--- src/rtl/truth_table_sweeper.sv ---
// Stimulus/capture controller for a 4-input, 2-output combinational block.
// Walks all 16 minterms, samples E/F after a settle delay and grades the tables.
module truth_table_sweeper #(
  parameter int unsigned SETTLE = 1
) (
  input  logic        clk,
  input  logic        rst_n,
  input  logic        start,
  input  logic [15:0] exp_e,
  input  logic [15:0] exp_f,
  input  logic        E,
  input  logic        F,
  output logic        W,
  output logic        X,
  output logic        Y,
  output logic        Z,
  output logic        busy,
  output logic        done,
  output logic [15:0] e_table,
  output logic [15:0] f_table,
  output logic        pass,
  output logic [3:0]  err_idx
);

  typedef enum logic [1:0] {
    ST_IDLE,
    ST_SETTLE,
    ST_SAMPLE,
    ST_DONE
  } state_t;

  localparam logic [3:0] CNT_LAST = 4'(SETTLE - 1);

  state_t      state_q, state_d;
  logic [3:0]  idx_q, idx_d;
  logic [3:0]  cnt_q, cnt_d;
  logic [15:0] e_tab_q, e_tab_d;
  logic [15:0] f_tab_q, f_tab_d;
  logic        pass_q, pass_d;
  logic [3:0]  err_q, err_d;

  logic [15:0] e_full, f_full, miss;
  logic [3:0]  first_miss;

  // Grading must include the minterm being sampled this cycle, so merge it in
  // before comparing rather than waiting a cycle for the table register.
  always_comb begin
    e_full        = e_tab_q;
    e_full[idx_q] = E;
    f_full        = f_tab_q;
    f_full[idx_q] = F;
    miss          = (e_full ^ exp_e) | (f_full ^ exp_f);
    first_miss    = '0;
    for (int i = 15; i >= 0; i--) begin
      if (miss[i]) first_miss = 4'(i);
    end
  end

  // NOTE: every signal gets a default before the case so no path leaves one
  // unassigned, which would otherwise infer a latch.
  always_comb begin
    state_d = state_q;
    idx_d   = idx_q;
    cnt_d   = cnt_q;
    e_tab_d = e_tab_q;
    f_tab_d = f_tab_q;
    pass_d  = pass_q;
    err_d   = err_q;
    case (state_q)
      ST_IDLE: begin
        if (start) begin
          idx_d   = '0;
          cnt_d   = '0;
          e_tab_d = '0;
          f_tab_d = '0;
          pass_d  = 1'b0;
          err_d   = '0;
          state_d = ST_SETTLE;
        end
      end
      ST_SETTLE: begin
        cnt_d = cnt_q + 4'd1;
        if (cnt_q == CNT_LAST) state_d = ST_SAMPLE;
      end
      ST_SAMPLE: begin
        e_tab_d = e_full;
        f_tab_d = f_full;
        if (idx_q == 4'hF) begin
          pass_d  = (miss == 16'h0000);
          err_d   = first_miss;
          state_d = ST_DONE;
        end else begin
          idx_d   = idx_q + 4'd1;
          cnt_d   = '0;
          state_d = ST_SETTLE;
        end
      end
      ST_DONE: state_d = ST_IDLE;
      default: state_d = ST_IDLE;
    endcase
  end

  // NOTE: state registers use non-blocking assignments so all flops update
  // together at the edge, independent of statement order.
  always_ff @(posedge clk) begin
    if (!rst_n) begin
      state_q <= ST_IDLE;
      idx_q   <= '0;
      cnt_q   <= '0;
      e_tab_q <= '0;
      f_tab_q <= '0;
      pass_q  <= 1'b0;
      err_q   <= '0;
    end else begin
      state_q <= state_d;
      idx_q   <= idx_d;
      cnt_q   <= cnt_d;
      e_tab_q <= e_tab_d;
      f_tab_q <= f_tab_d;
      pass_q  <= pass_d;
      err_q   <= err_d;
    end
  end

  // The drive follows idx directly, so the last minterm stays up after a sweep.
  assign {W, X, Y, Z} = idx_q;
  assign busy         = (state_q != ST_IDLE);
  assign done         = (state_q == ST_DONE);
  assign e_table      = e_tab_q;
  assign f_table      = f_tab_q;
  assign pass         = pass_q;
  assign err_idx      = err_q;

endmodule

--- config.mk ---
export PLATFORM = sky130hd
export DESIGN_NAME = truth_table_sweeper
export DESIGN_NICKNAME = d
export VERILOG_FILES = /design/src/rtl/truth_table_sweeper.sv
export SDC_FILE = /design/constraint.sdc
export NUM_CORES = 1
export LEC_CHECK = 0
export ABC_AREA = 1
export BUFFER_PORTS_ARGS = -buffer_cell sky130_fd_sc_hd__buf_2
export CAP_MARGIN = 30
export CORE_MARGIN = 2
export CORE_UTILIZATION = 57
export CTS_CLUSTER_SIZE = 20
export DETAILED_ROUTE_END_ITERATION = 16
export PLACE_DENSITY = 0.85
export SETUP_SLACK_MARGIN = 0.4
export SLEW_MARGIN = 20
export SYNTH_ARGS = -nofsm -noshare
export SYNTH_HDL_FRONTEND = slang
export SYNTH_SLANG_ARGS = --single-unit
--- constraint.sdc ---
create_clock -name clk -period 3.6 [get_ports clk]
set_input_delay 0.18 -clock clk [delete_from_list [all_inputs] [get_ports clk]]
set_output_delay 0.18 -clock clk [all_outputs]
set_load 0.03 [all_outputs]
## Word level (Yosys, flattened, before mapping)

Index checks and enable logic that the tools add are counted.

- Bits in registers: 47
- Bits of input ports: 37
- Output and inout bits: 43
- Word-level logic and storage cells: 71

- $add $sub $neg: 2
- $lt $le $gt $ge: 2
- Equality and inequality tests: 8
- Mux-type cells: 37
- Bitwise logic cells: 3
- Reductions and logical operators: 12

Operators with widths:

| cell | number |
|---|---|
| 4-bit two-way mux | 20 |
| 16-bit one-hot mux with 2 select lines | 2 |
| 16-bit bitwise mux | 2 |
| 16-bit bitwise XOR | 2 |
| 16-bit zero test | 1 |
| 16-bit two-way mux | 1 |
| 16-bit OR | 1 |
| 4-bit one-hot mux with 2 select lines | 2 |
| 4-bit one-hot mux with 3 select lines | 1 |
| 3-bit AND reduction | 3 |
| 4-bit by 1-bit adder with 4-bit output, second input constant | 2 |
| 2-bit inequality test, second input constant | 4 |
| 2-bit one-hot mux with 4 select lines | 1 |
| 2-bit two-way mux | 3 |
| 4-bit by 5-bit less-than comparator with 1-bit output, second input constant | 1 |
| 1-bit demux with 4-bit select | 1 |
| 2-bit equality test, second input constant | 2 |
| 4-bit equality test, second input constant | 1 |
| 4-bit by 1-bit greater-or-equal comparator with 1-bit output, second input constant | 1 |
| 4-bit zero test | 1 |
| 2-bit AND reduction | 2 |
| 2-bit nonzero test | 2 |
| 1-bit two-way mux | 3 |
| 3-bit nonzero test | 1 |
| 4 further kinds | 4 |

## Logic depth before layout (Yosys ltp)

Gate-level depths: netlist (run 1).

- Word-level depth: 25
- Depth in mapped cells: 25
- Mapped depth without buffers: 25

## Worst setup path after synthesis (run 1)

No wires, ideal clock.

- Kind: reg-to-reg
- Start: reg idx_q[0]
- End: reg err_q[0] (netlist: err_idx[0])
- Data arrival time: 2.103 ns
- Data required time: 3.469 ns
- Setup slack: 1.366 ns
- Cell stages (with the launch flop): 21
- Buffers on the path: 1
- Path through: dfxtp_1 ha_1 buf_2 nand3_1 a21oi_1 xor2_1 nand2_1 inv_1 nand2_1 nand2_1 nand2_1 nand2_1 nand2_1 nand2_1 nand2_1 nand2_1 nand2_1 nand2_1 nand2_1 nand2_1 a21oi_2

- Word-level cells in the longest chain between the ends: 25

Ends and longest elaborated chain:

| item | line | RTL |
|---|---|---|
| start: declaration | 35 | `logic [3:0] idx_q, idx_d;` |
| start signal: assignment | 116 | `idx_q <= idx_d;` |
| 4-bit by 5-bit less-than comparator with 1-bit output (not written as such) / 4-bit by 1-bit greater-or-equal comparator with 1-bit output (equally long branches) | 49, 51 |  |
| 1-bit logical AND (not written as such) | 49, 51 |  |
| 1-bit two-way mux (not written as such) | 49, 51 |  |
| 1-bit demux with 4-bit select | 49, 51 |  |
| 16-bit bitwise mux, on equally long branches | 49, 51 |  |
| 16-bit bitwise XOR | 52 | `miss = (e_full ^ exp_e) \| (f_full ^ exp_f);` |
| 16-bit OR | 52 |  |
| 4-bit two-way mux (16 in series) | 55 | `if (miss[i]) first_miss = 4'(i);` |
| 4-bit two-way mux | 88 | `if (idx_q == 4'hF) begin` |
| 4-bit one-hot mux with 2 select lines | 69 | `case (state_q)` |
| end signal: assignment | 121 | `err_q <= err_d;` |
| end: declaration | 40 | `logic [3:0] err_q, err_d;` |

Parallel ways exist; a longest one is shown, timed or not. The select of a mux whose other input is x is not followed.
A chain may end at the register's enable or synchronous reset.

## Worst setup path after layout (run 1)

- Start: reg idx_q[2]
- End: reg err_q[0] (netlist: err_idx[0])

Same word-level chain as after synthesis.

==> impl_metrics.tcl, run 1 <==
set metrics [dict create \
    status "complete, no violations" \
    ff2ff_path_depth 20 \
    htreeDepth 2 \
    synth.distinct_cells 32 \
    setup_tns_ns 0 \
    syn_area_sq_um 2900 \
    final_layout_size_suffix_gt1_share_pct 18.5 \
    std_cell_rows 25 \
    grt_pass1_wl_um 12000 \
    whs_path_depth 2 \
    power.total_uw 984 \
    die_area_sq_um 5680 \
    io_buffer_count 79 \
    path_class "flip-flop to flip-flop" \
    crit_fanout 14 \
    initial_core_util_pct 60.3 \
    nets 568 \
    cts_tree "done" \
    hold_path.class "input port to flip-flop" \
    yosys-top-cells-count "nand2_1, dfxtp_1, inv_1, nor2_1, a21oi_1" \
    cts_resized 0 \
    grt_busiest_layer "met2" \
    die_w_um 75.4 \
    hold_viol_final 0 \
    yosysWarningCount 0 \
    final_core_util_pct 71.4 \
    fp.dieH_um 75.4 \
    synth_cells 449 \
    p_leak_nw 1.60 \
    crit_top_cell "nand2_1" \
    yosysMostFrequentCell "nand2_1" \
    report.final.slew_viol_count 0 \
    synth_area_per_cell_sq_um 6.47 \
    postCtsSetupRepairBufs 0 \
    met2_usage_pct 46.4 \
    clock-sinks 47 \
    wire_per_inst_um 12.7 \
    cts_root_buffer "clkbuf_8" \
    start_kind "flip-flop" \
    drv_cap 0 \
    synth-edff-count 0 \
    powerDensity_nw_per_um2 286 \
    dr.pass1.iters 4 \
    clkLatencyLatePin_ns 0.29 \
    synthTopCellsByArea "dfxtp_1, nand2_1, inv_1" \
    drc 0 \
    via_per_inst 5.30 \
    holdCritStartpoint "rst_n" \
    routed_wl_um 7490 \
    grtUsageMet1_pct 33.2 \
    clock_path_buffers 2 \
    grt_max_degree 27 \
    synth_top_area_share_pct 32.4 \
    syn_to_final_growth_pct 18.4 \
    antenna_found_initial 0 \
    clk_pin_slew_ns 0.08 \
    dp_hpwl_um 5700 \
    fin_skew_ns 0.00250 \
    path_cells "inv_1 -> nand3_1 -> nor2_1 -> a21oi_1 -> xor2_1 -> nand2_1 -> inv_1 -> nand2_1 -> nand2_1 -> nand2_1 -> nand2_1 -> nand2_1 -> nand2_1 -> nand2_1 -> nand2_1 -> nand2_1 -> nand2_1 -> nand2_1 -> nand2_1 -> a21oi_2" \
    cp.arrival_ns 2.61 \
    place_congestion 0.871 \
    worst_slew_pin_slew_ns 0.551 \
    cts_buffers 5 \
    synthArstFlopShare_pct 0 \
    drtIter0Drc 204 \
    fin_crit_sh_pct 67.6 \
    slowest_stage "dfxtp_1" \
    timing.rr.start "idx_q[2]$_SDFFE_PN0P_" \
    rrSetupSlack_ns 1.16 \
    diodes 0 \
    use_met3_pct 6.22 \
    fmax_mhz 411 \
    grt.total_usage_pct 27.1 \
    grt_pass1_vias 2844 \
    worstHoldEndpoint "state_q[0]$_SDFFE_PN0P_" \
    final_antenna_net_count 0 \
    ios 80 \
    worstPathRequired_ns 3.78 \
    slew_headroom_pct 63.2 \
    vias 3132 \
    max_stage_delay_ns 0.67 \
    gr-total-overflow 0 \
    core_sq_um 4820 \
    synth.yosys.seq_area_share_pct 32.4 \
    synth-main-ff-cell "dfxtp_1" \
    rsz0062_at_grt "no" \
    yosys.area.top_type "dfxtp_1" \
    finalSetupViolCount 0 \
    synth_nets 492 \
    finalCriticalPeriod_ns 2.44 \
    cts_hold_buf 0 \
    r2r-end "err_idx[0]$_SDFFE_PN0P_" \
    ir_drop_mv 0.182 \
    ys_seq_elements 47 \
    end_kind "flip-flop" \
]
## cells by family after synthesis
family / share of synthesized area [%]
AO/OA/AOI/OAI: 16.1
AND/OR/NAND/NOR: 32.7
flip-flops: 32.4
XOR/XNOR: 7.24
buffers and inverters: 8.96
adder cells (fa/ha/maj): 2.59
## power by group
group,switching [mW],total [mW],internal (mW)
combinational,0.104,0.163,0.0594
sequential,0.00492,0.529,0.524
clock,0.163,0.293,0.130
## metrics by stage
step                setup WS, ns  instance area, sq um  std cells  hold WS (ns)
floorplan                   1.37                  2900        449         0.298
global placement            1.33                  3340        584         0.454
detailed placement          1.23                  3370        585         0.456
CTS                         1.20                  3440        591         0.157
global route               0.840                  3440        591         0.171
finish                      1.16                  3440        591         0.166
## state kept, by name, indices dropped and copies added (netlist names)
signal / cells
idx_q: 4
f_table: 16
err_idx: 4
pass: 1
e_table: 16
cnt_q: 4
state_q: 2
## critical path, delay by kind of cell (launching register included)
family / cells / cell delay, ns
flip-flops: 1 / 0.67
XOR/XNOR: 1 / 0.18
buffers and inverters: 2 / 0.27
AO/OA/AOI/OAI: 2 / 0.27
AND/OR/NAND/NOR: 15 / 0.91
## worst max path at each step
stage	from	end	slack, ns	cells past startpoint
after floorplan	idx_q[0]$_SDFFE_PN0P_	err_idx[0]$_SDFFE_PN0P_	1.37	20
after global placement	idx_q[0]$_SDFFE_PN0P_	err_idx[0]$_SDFFE_PN0P_	1.33	25
after detailed placement	idx_q[2]$_SDFFE_PN0P_	err_idx[0]$_SDFFE_PN0P_	1.23	20
after CTS	idx_q[2]$_SDFFE_PN0P_	err_idx[0]$_SDFFE_PN0P_	1.20	20
after global routing	idx_q[2]$_SDFFE_PN0P_	err_idx[0]$_SDFFE_PN0P_	0.84	20
final	idx_q[2]$_SDFFE_PN0P_	err_idx[0]$_SDFFE_PN0P_	1.16	20
## placed cells by master (no fill, tap or decap), types with 7 or more instances in the layout
| cell type | count |
|---|---|
| nor3_1 | 9 |
| nand2_1 | 143 |
| a2bb2oi_1 | 16 |
| o21ai_1 | 7 |
| xor2_1 | 18 |
| a21oi_1 | 33 |
| dfxtp_1 | 47 |
| nand3_1 | 15 |
| buf_2 | 79 |
| o21ai_0 | 16 |
| nor2_1 | 47 |
| inv_1 | 47 |
## per-layer routing
layer	part of all wire (%)	vias up	routed length, um
met4	1.3	0	98
met5	0	-	0
met3	7.6	10	570
li1	-	1589	-
met2	48	109	3590
met1	43	1424	3230
## layout make-up
cell class / instances / area, sq um
Multi-Input combinational cell: 337 / 1700
Fill cell: 429 / 1380
Sequential cell: 47 / 941
Timing Repair Buffer: 83 / 445
Inverter: 51 / 194
Tap cell: 67 / 83.8
Clock buffer: 6 / 72.6
No activity file was read; power rests on OpenSTA's default activity.
==> run 2, diff against run 1 <==
Settings changed: CORE_UTILIZATION 57 to 48, PLACE_DENSITY 0.85 to 0.76.
Clock period 3.6 ns to 2.21 ns, I/O delays scaled along.
==> impl_metrics.tcl, run 2 (same netlist as run 1, synthesis figures left out) <==
set metrics [dict create \
    grt_busiest_layer "met2" \
    vias 3258 \
    drc 0 \
    max_stage_delay_ns 0.39 \
    fp.dieH_um 81.8 \
    cts_hold_buf 0 \
    ios 80 \
    rsz0062_at_grt "yes" \
    dp_hpwl_um 6260 \
    clock_path_buffers 2 \
    routed_wl_um 8700 \
    gr-total-overflow 0 \
    clock-sinks 47 \
    slew_headroom_pct 73.9 \
    antenna_found_initial 0 \
    layout_common_cells "nand2_1, buf_2, dfxtp_1, inv_1, nor2_1" \
    grt_pass1_wl_um 13300 \
    clk_pin_slew_ns 0.09 \
    final_antenna_net_count 0 \
    ir_drop_mv 0.257 \
    worstPathRequired_ns 2.46 \
    std_cell_rows 28 \
    worst_slew_pin_slew_ns 0.390 \
    place_congestion 0.864 \
    drtIter0Drc 179 \
    report.final.slew_viol_count 0 \
    met2_usage_pct 44.1 \
    hold_path.class "input port to flip-flop" \
    start_kind "flip-flop" \
    fmax_mhz 480 \
    io_buffer_count 79 \
    cts_root_buffer "clkbuf_8" \
    use_met3_pct 4.40 \
    htreeDepth 2 \
    grtUsageMet1_pct 33.4 \
    fin_crit_sh_pct 94.3 \
    crit_fanout 7 \
    power.total_mw 1.79 \
    path_class "flip-flop to flip-flop" \
    core_sq_um 5890 \
    nets 590 \
    cts_buffers 5 \
    syn_to_final_growth_pct 33.9 \
    status "complete, no violations" \
    fin_skew_ns 0.00973 \
    grt_max_degree 22 \
    die_area_sq_um 6690 \
    p_leak_nw 1.75 \
    clkLatencyLatePin_ns 0.31 \
    dr.pass1.iters 5 \
    diodes 0 \
    final_layout_size_suffix_gt1_share_pct 32.5 \
    grt.total_usage_pct 26.0 \
    dp.cells 598 \
    slowest_stage "dfxtp_4" \
    layout.cells.non_filler 623 \
    path_delay_family "simple AND/OR/NAND/NOR gates" \
    powerDensity_nw_per_um2 461 \
    ff2ff_path_depth 24 \
    crit_top_cell "nand2_1" \
    rrSetupSlack_ns 0.13 \
    finalSetupViolCount 0 \
    path_cells "inv_4 -> ha_4 -> nand3_2 -> nand2_1 -> nand3_1 -> nand2_1 -> nand2_1 -> inv_1 -> nand2_1 -> nand2_1 -> nand2_1 -> nand2_1 -> nand2_1 -> nand2_1 -> nand2_1 -> nand2_1 -> nand2_1 -> nand2_1 -> nand2_1 -> nand2_1 -> nand2_1 -> nand2_1 -> nand2_1 -> a21oi_2" \
    critical_path_depth 24 \
    initial_core_util_pct 49.3 \
    whs_path_depth 2 \
    die_w_um 81.8 \
    fillers 535 \
    finalCriticalPeriod_ns 2.08 \
    grt_pass1_vias 2984 \
    hold_viol_final 0 \
    end_kind "flip-flop" \
    via_per_inst 5.23 \
    path_buf_inv 2 \
    cts_tree "done" \
    drv_cap 0 \
    final_common_cell "nand2_1" \
    wire_per_inst_um 14.0 \
    cp.arrival_ns 2.33 \
]
run 2: area by class of cell:
cell class                      count  area [sq um]  share of cell area, %
Multi-Input combinational cell    337          1920                   49.5
Sequential cell                    47           956                   24.6
Timing Repair Buffer              105           594                   15.3
Inverter                           51           208                   5.34
Clock buffer                        7           108                   2.77
Tap cell                           75          93.8                   2.41
Clock inverter                      1          5.00                  0.129
run 2: worst reg2reg max path, stage by stage, from the launching register on:
cell and delay, ns:
dfxtp_4 0.39, inv_4 0.08, ha_4 0.18, nand3_2 0.12, nand2_1 0.10, nand3_1 0.08, nand2_1 0.08, nand2_1 0.06
inv_1 0.05, nand2_1 0.05, nand2_1 0.05, nand2_1 0.05, nand2_1 0.06, nand2_1 0.05, nand2_1 0.05, nand2_1 0.05
nand2_1 0.07, nand2_1 0.06, nand2_1 0.06, nand2_1 0.05, nand2_1 0.05, nand2_1 0.04, nand2_1 0.05, nand2_1 0.05
a21oi_2 0.10
run 2: timing repair:
action | 4_1_cts | 5_1_grt
buffers inserted | 14 | 3
pin swaps | 9 | 4
endpoints found under the hold margin | 0 | 0
resized for setup | 21 | 18
setup endpoints to repair | 5 | 23
run 2: report_power, final:
| group | internal [mW] | leakage (nW) | switching, mW |
|---|---|---|---|
| Sequential | 0.850 | 0.382 | 0.00893 |
| Clock | 0.321 | 0.0594 | 0.313 |
| Combinational | 0.110 | 1.30 | 0.189 |
| Total | 1.28 | 1.75 | 0.511 |
run 2: path summary, 6_finish.rpt:
path	from	to
setup / recovery	idx_q[0]$_SDFFE_PN0P_	err_idx[0]$_SDFFE_PN0P_
hold / removal	rst_n	state_q[0]$_SDFFE_PN0P_
setup reg to reg	idx_q[0]$_SDFFE_PN0P_	err_idx[0]$_SDFFE_PN0P_
hold reg to reg	err_idx[3]$_SDFFE_PN0P_	err_idx[3]$_SDFFE_PN0P_
run 2: through the flow:
stage | utilization [%] | hold slack, ns | setup TNS [ns] | instance area (sq um) | setup WS [ns]
finish | 66.1 | 0.0785 | 0 | 3890 | 0.126
global route | 66.1 | 0.0748 | -0.0201 | 3890 | -0.0201
CTS | 64.8 | 0.0733 | 0 | 3810 | 0.178
detailed placement | 60.0 | 0.400 | 0 | 3530 | 0.0759
global placement | 60.0 | 0.394 | 0 | 3530 | 0.0938
floorplan | - | 0.228 | 0 | 3050 | 0.293
run 2: per-layer routing:
metal | routed length, um | vias to the layer above | part of all wire, %
li1 | - | 1632 | -
met5 | 0 | - | 0
met2 | 4240 | 110 | 49
met3 | 574 | 17 | 6.6
met4 | 146 | 0 | 1.7
met1 | 3740 | 1499 | 43
==> run 3, diff against run 2 <==
Settings changed: CORE_MARGIN 2 to not set, GPL_ROUTABILITY_DRIVEN set to 0, SLEW_MARGIN 20 to not set.
==> impl_metrics.tcl, run 3 (same netlist as run 1, synthesis figures left out) <==
set metrics [dict create \
    finalSetupViolCount 0 \
    nets 584 \
    hold_viol_final 0 \
    dp_hpwl_um 6070 \
    drv_cap 0 \
    die_area_sq_um 6360 \
    layout_common_cells "nand2_1, buf_2, inv_1, dfxtp_1, nor2_1" \
    gr-total-overflow 0 \
    layout.cells.non_filler 614 \
    grt_max_degree 29 \
    initial_core_util_pct 51.2 \
    vias 3146 \
    clock_path_buffers 2 \
    path_buf_inv 3 \
    cts_buffers 5 \
    ios 80 \
    final_common_cell "nand2_1" \
    syn_to_final_growth_pct 31.3 \
    clkLatencyLatePin_ns 0.31 \
    path_delay_family "simple AND/OR/NAND/NOR gates" \
    dr.pass1.iters 4 \
    cts_tree "done" \
    p_leak_nw 1.71 \
    fmax_mhz 484 \
    fp.dieH_um 79.8 \
    dp.cells 592 \
    cts_hold_buf 0 \
    fin_crit_sh_pct 93.4 \
    die_w_um 79.8 \
    report.final.slew_viol_count 0 \
    finalCriticalPeriod_ns 2.06 \
    std_cell_rows 27 \
    grt.total_usage_pct 26.3 \
    wire_per_inst_um 13.0 \
    cts_root_buffer "clkbuf_8" \
    diodes 0 \
    clk_pin_slew_ns 0.09 \
    crit_fanout 4 \
    powerDensity_nw_per_um2 467 \
    fillers 495 \
    grt_pass1_vias 2913 \
    status "complete, no violations" \
    end_kind "flip-flop" \
    clock-sinks 47 \
    core_sq_um 5680 \
    max_stage_delay_ns 0.39 \
    cp.arrival_ns 2.31 \
    routed_wl_um 7990 \
    path_cells "inv_4 -> ha_4 -> inv_4 -> nor3_4 -> nand2_1 -> o21ai_2 -> xor2_1 -> nand2_1 -> clkinv_1 -> nand2_1 -> nand2_1 -> nand2_1 -> nand2_1 -> nand2_1 -> nand2_1 -> nand2_1 -> nand2_1 -> nand2_1 -> a21oi_2" \
    setup_tns_ns 0 \
    crit_top_cell "nand2_1" \
    worstPathRequired_ns 2.46 \
    fin_skew_ns 0.00612 \
    grt_pass1_wl_um 13100 \
    ir_drop_mv 0.290 \
    start_kind "flip-flop" \
    power.total_mw 1.78 \
    final_layout_size_suffix_gt1_share_pct 28.4 \
    path_class "flip-flop to flip-flop" \
    hold_path.class "input port to flip-flop" \
    htreeDepth 2 \
    antenna_found_initial 0 \
    final_antenna_net_count 0 \
    drc 0 \
    slowest_stage "dfxtp_4" \
    drtIter0Drc 103 \
    slew_headroom_pct 64.2 \
    hold_slack_ns 0.0744 \
    io_buffer_count 79 \
    rsz0062_at_grt "yes" \
    worst_slew_pin_slew_ns 0.536 \
    via_per_inst 5.12 \
]
-- run 3: cell count changes in the layout (fill, tap and decap cells not counted), moves of 4 or more --
cell	previous run	this run
buf_4	25	17
nand2_1	131	137
nand2_2	12	6
a21oi_1	27	31
a21oi_2	7	3
nor2_1	37	41
-- run 3: per-stage QoR --
| step | instance area, sq um | util, % | worst slack, ns |
|---|---|---|---|
| floorplan | 3050 | - | 0.293 |
| global placement | 3510 | 61.8 | 0.107 |
| detailed placement | 3520 | 62.1 | 0.0936 |
| CTS | 3790 | 66.8 | 0.156 |
| global route | 3810 | 67.2 | -0.0843 |
| finish | 3810 | 67.2 | 0.145 |
-- run 3: area by class of cell --
| type | instances | area (sq um) | share of cell area (%) |
|---|---|---|---|
| multi-input cells | 337 | 1860 | 48.9 |
| flip-flops and latches | 47 | 957 | 25.1 |
| repair buffers | 99 | 583 | 15.3 |
| inverters | 51 | 208 | 5.45 |
| clock buffers | 7 | 108 | 2.82 |
| well taps | 72 | 90.1 | 2.36 |
| clock inverters | 1 | 5.00 | 0.131 |
-- run 3: worst reg2reg max path: stages, from the launching register on --
cell	delay, ns
dfxtp_4	0.39
inv_4	0.09
ha_4	0.16
inv_4	0.04
nor3_4	0.26
nand2_1	0.10
o21ai_2	0.09
xor2_1	0.18
nand2_1	0.10
clkinv_1	0.05
nand2_1	0.05
nand2_1	0.05
nand2_1	0.05
nand2_1	0.06
nand2_1	0.05
nand2_1	0.05
nand2_1	0.04
nand2_1	0.05
nand2_1	0.05
a21oi_2	0.10
-- run 3: worst paths after layout --
kind | startpoint | end | slack, ns | cells past startpoint
max | idx_q[0]$_SDFFE_PN0P_ | err_idx[0]$_SDFFE_PN0P_ | 0.15 | 19
min reg2reg | err_idx[2]$_SDFFE_PN0P_ | err_idx[2]$_SDFFE_PN0P_ | 0.48 | 2
max reg2reg | idx_q[0]$_SDFFE_PN0P_ | err_idx[0]$_SDFFE_PN0P_ | 0.15 | 19
min | rst_n | state_q[0]$_SDFFE_PN0P_ | 0.07 | 2
-- run 3: metal layers --
metal / vias to the layer above / part of all wire (%) / wire (um) / GRT usage [%]
li1: 1624 / - / - / -
met1: 1430 / 45 / 3590 / 32.3
met2: 80 / 48 / 3850 / 46.1
met3: 12 / 5.6 / 446 / 5.49
met4: 0 / 1.4 / 112 / 7.50
met5: - / 0 / 0 / 0
-- run 3: repair_timing --
item / 4_1_cts / 5_1_grt
pin swaps: 5 / 2
setup endpoints to repair: 5 / 8
resized for setup: 13 / 7
setup buffers: 14 / 0
-- run 3: power breakdown --
group	total [mW]	internal, mW	switching (mW)
clock network	0.632	0.321	0.311
registers	0.858	0.850	0.00869
logic	0.290	0.109	0.181
total	1.78	1.28	0.500
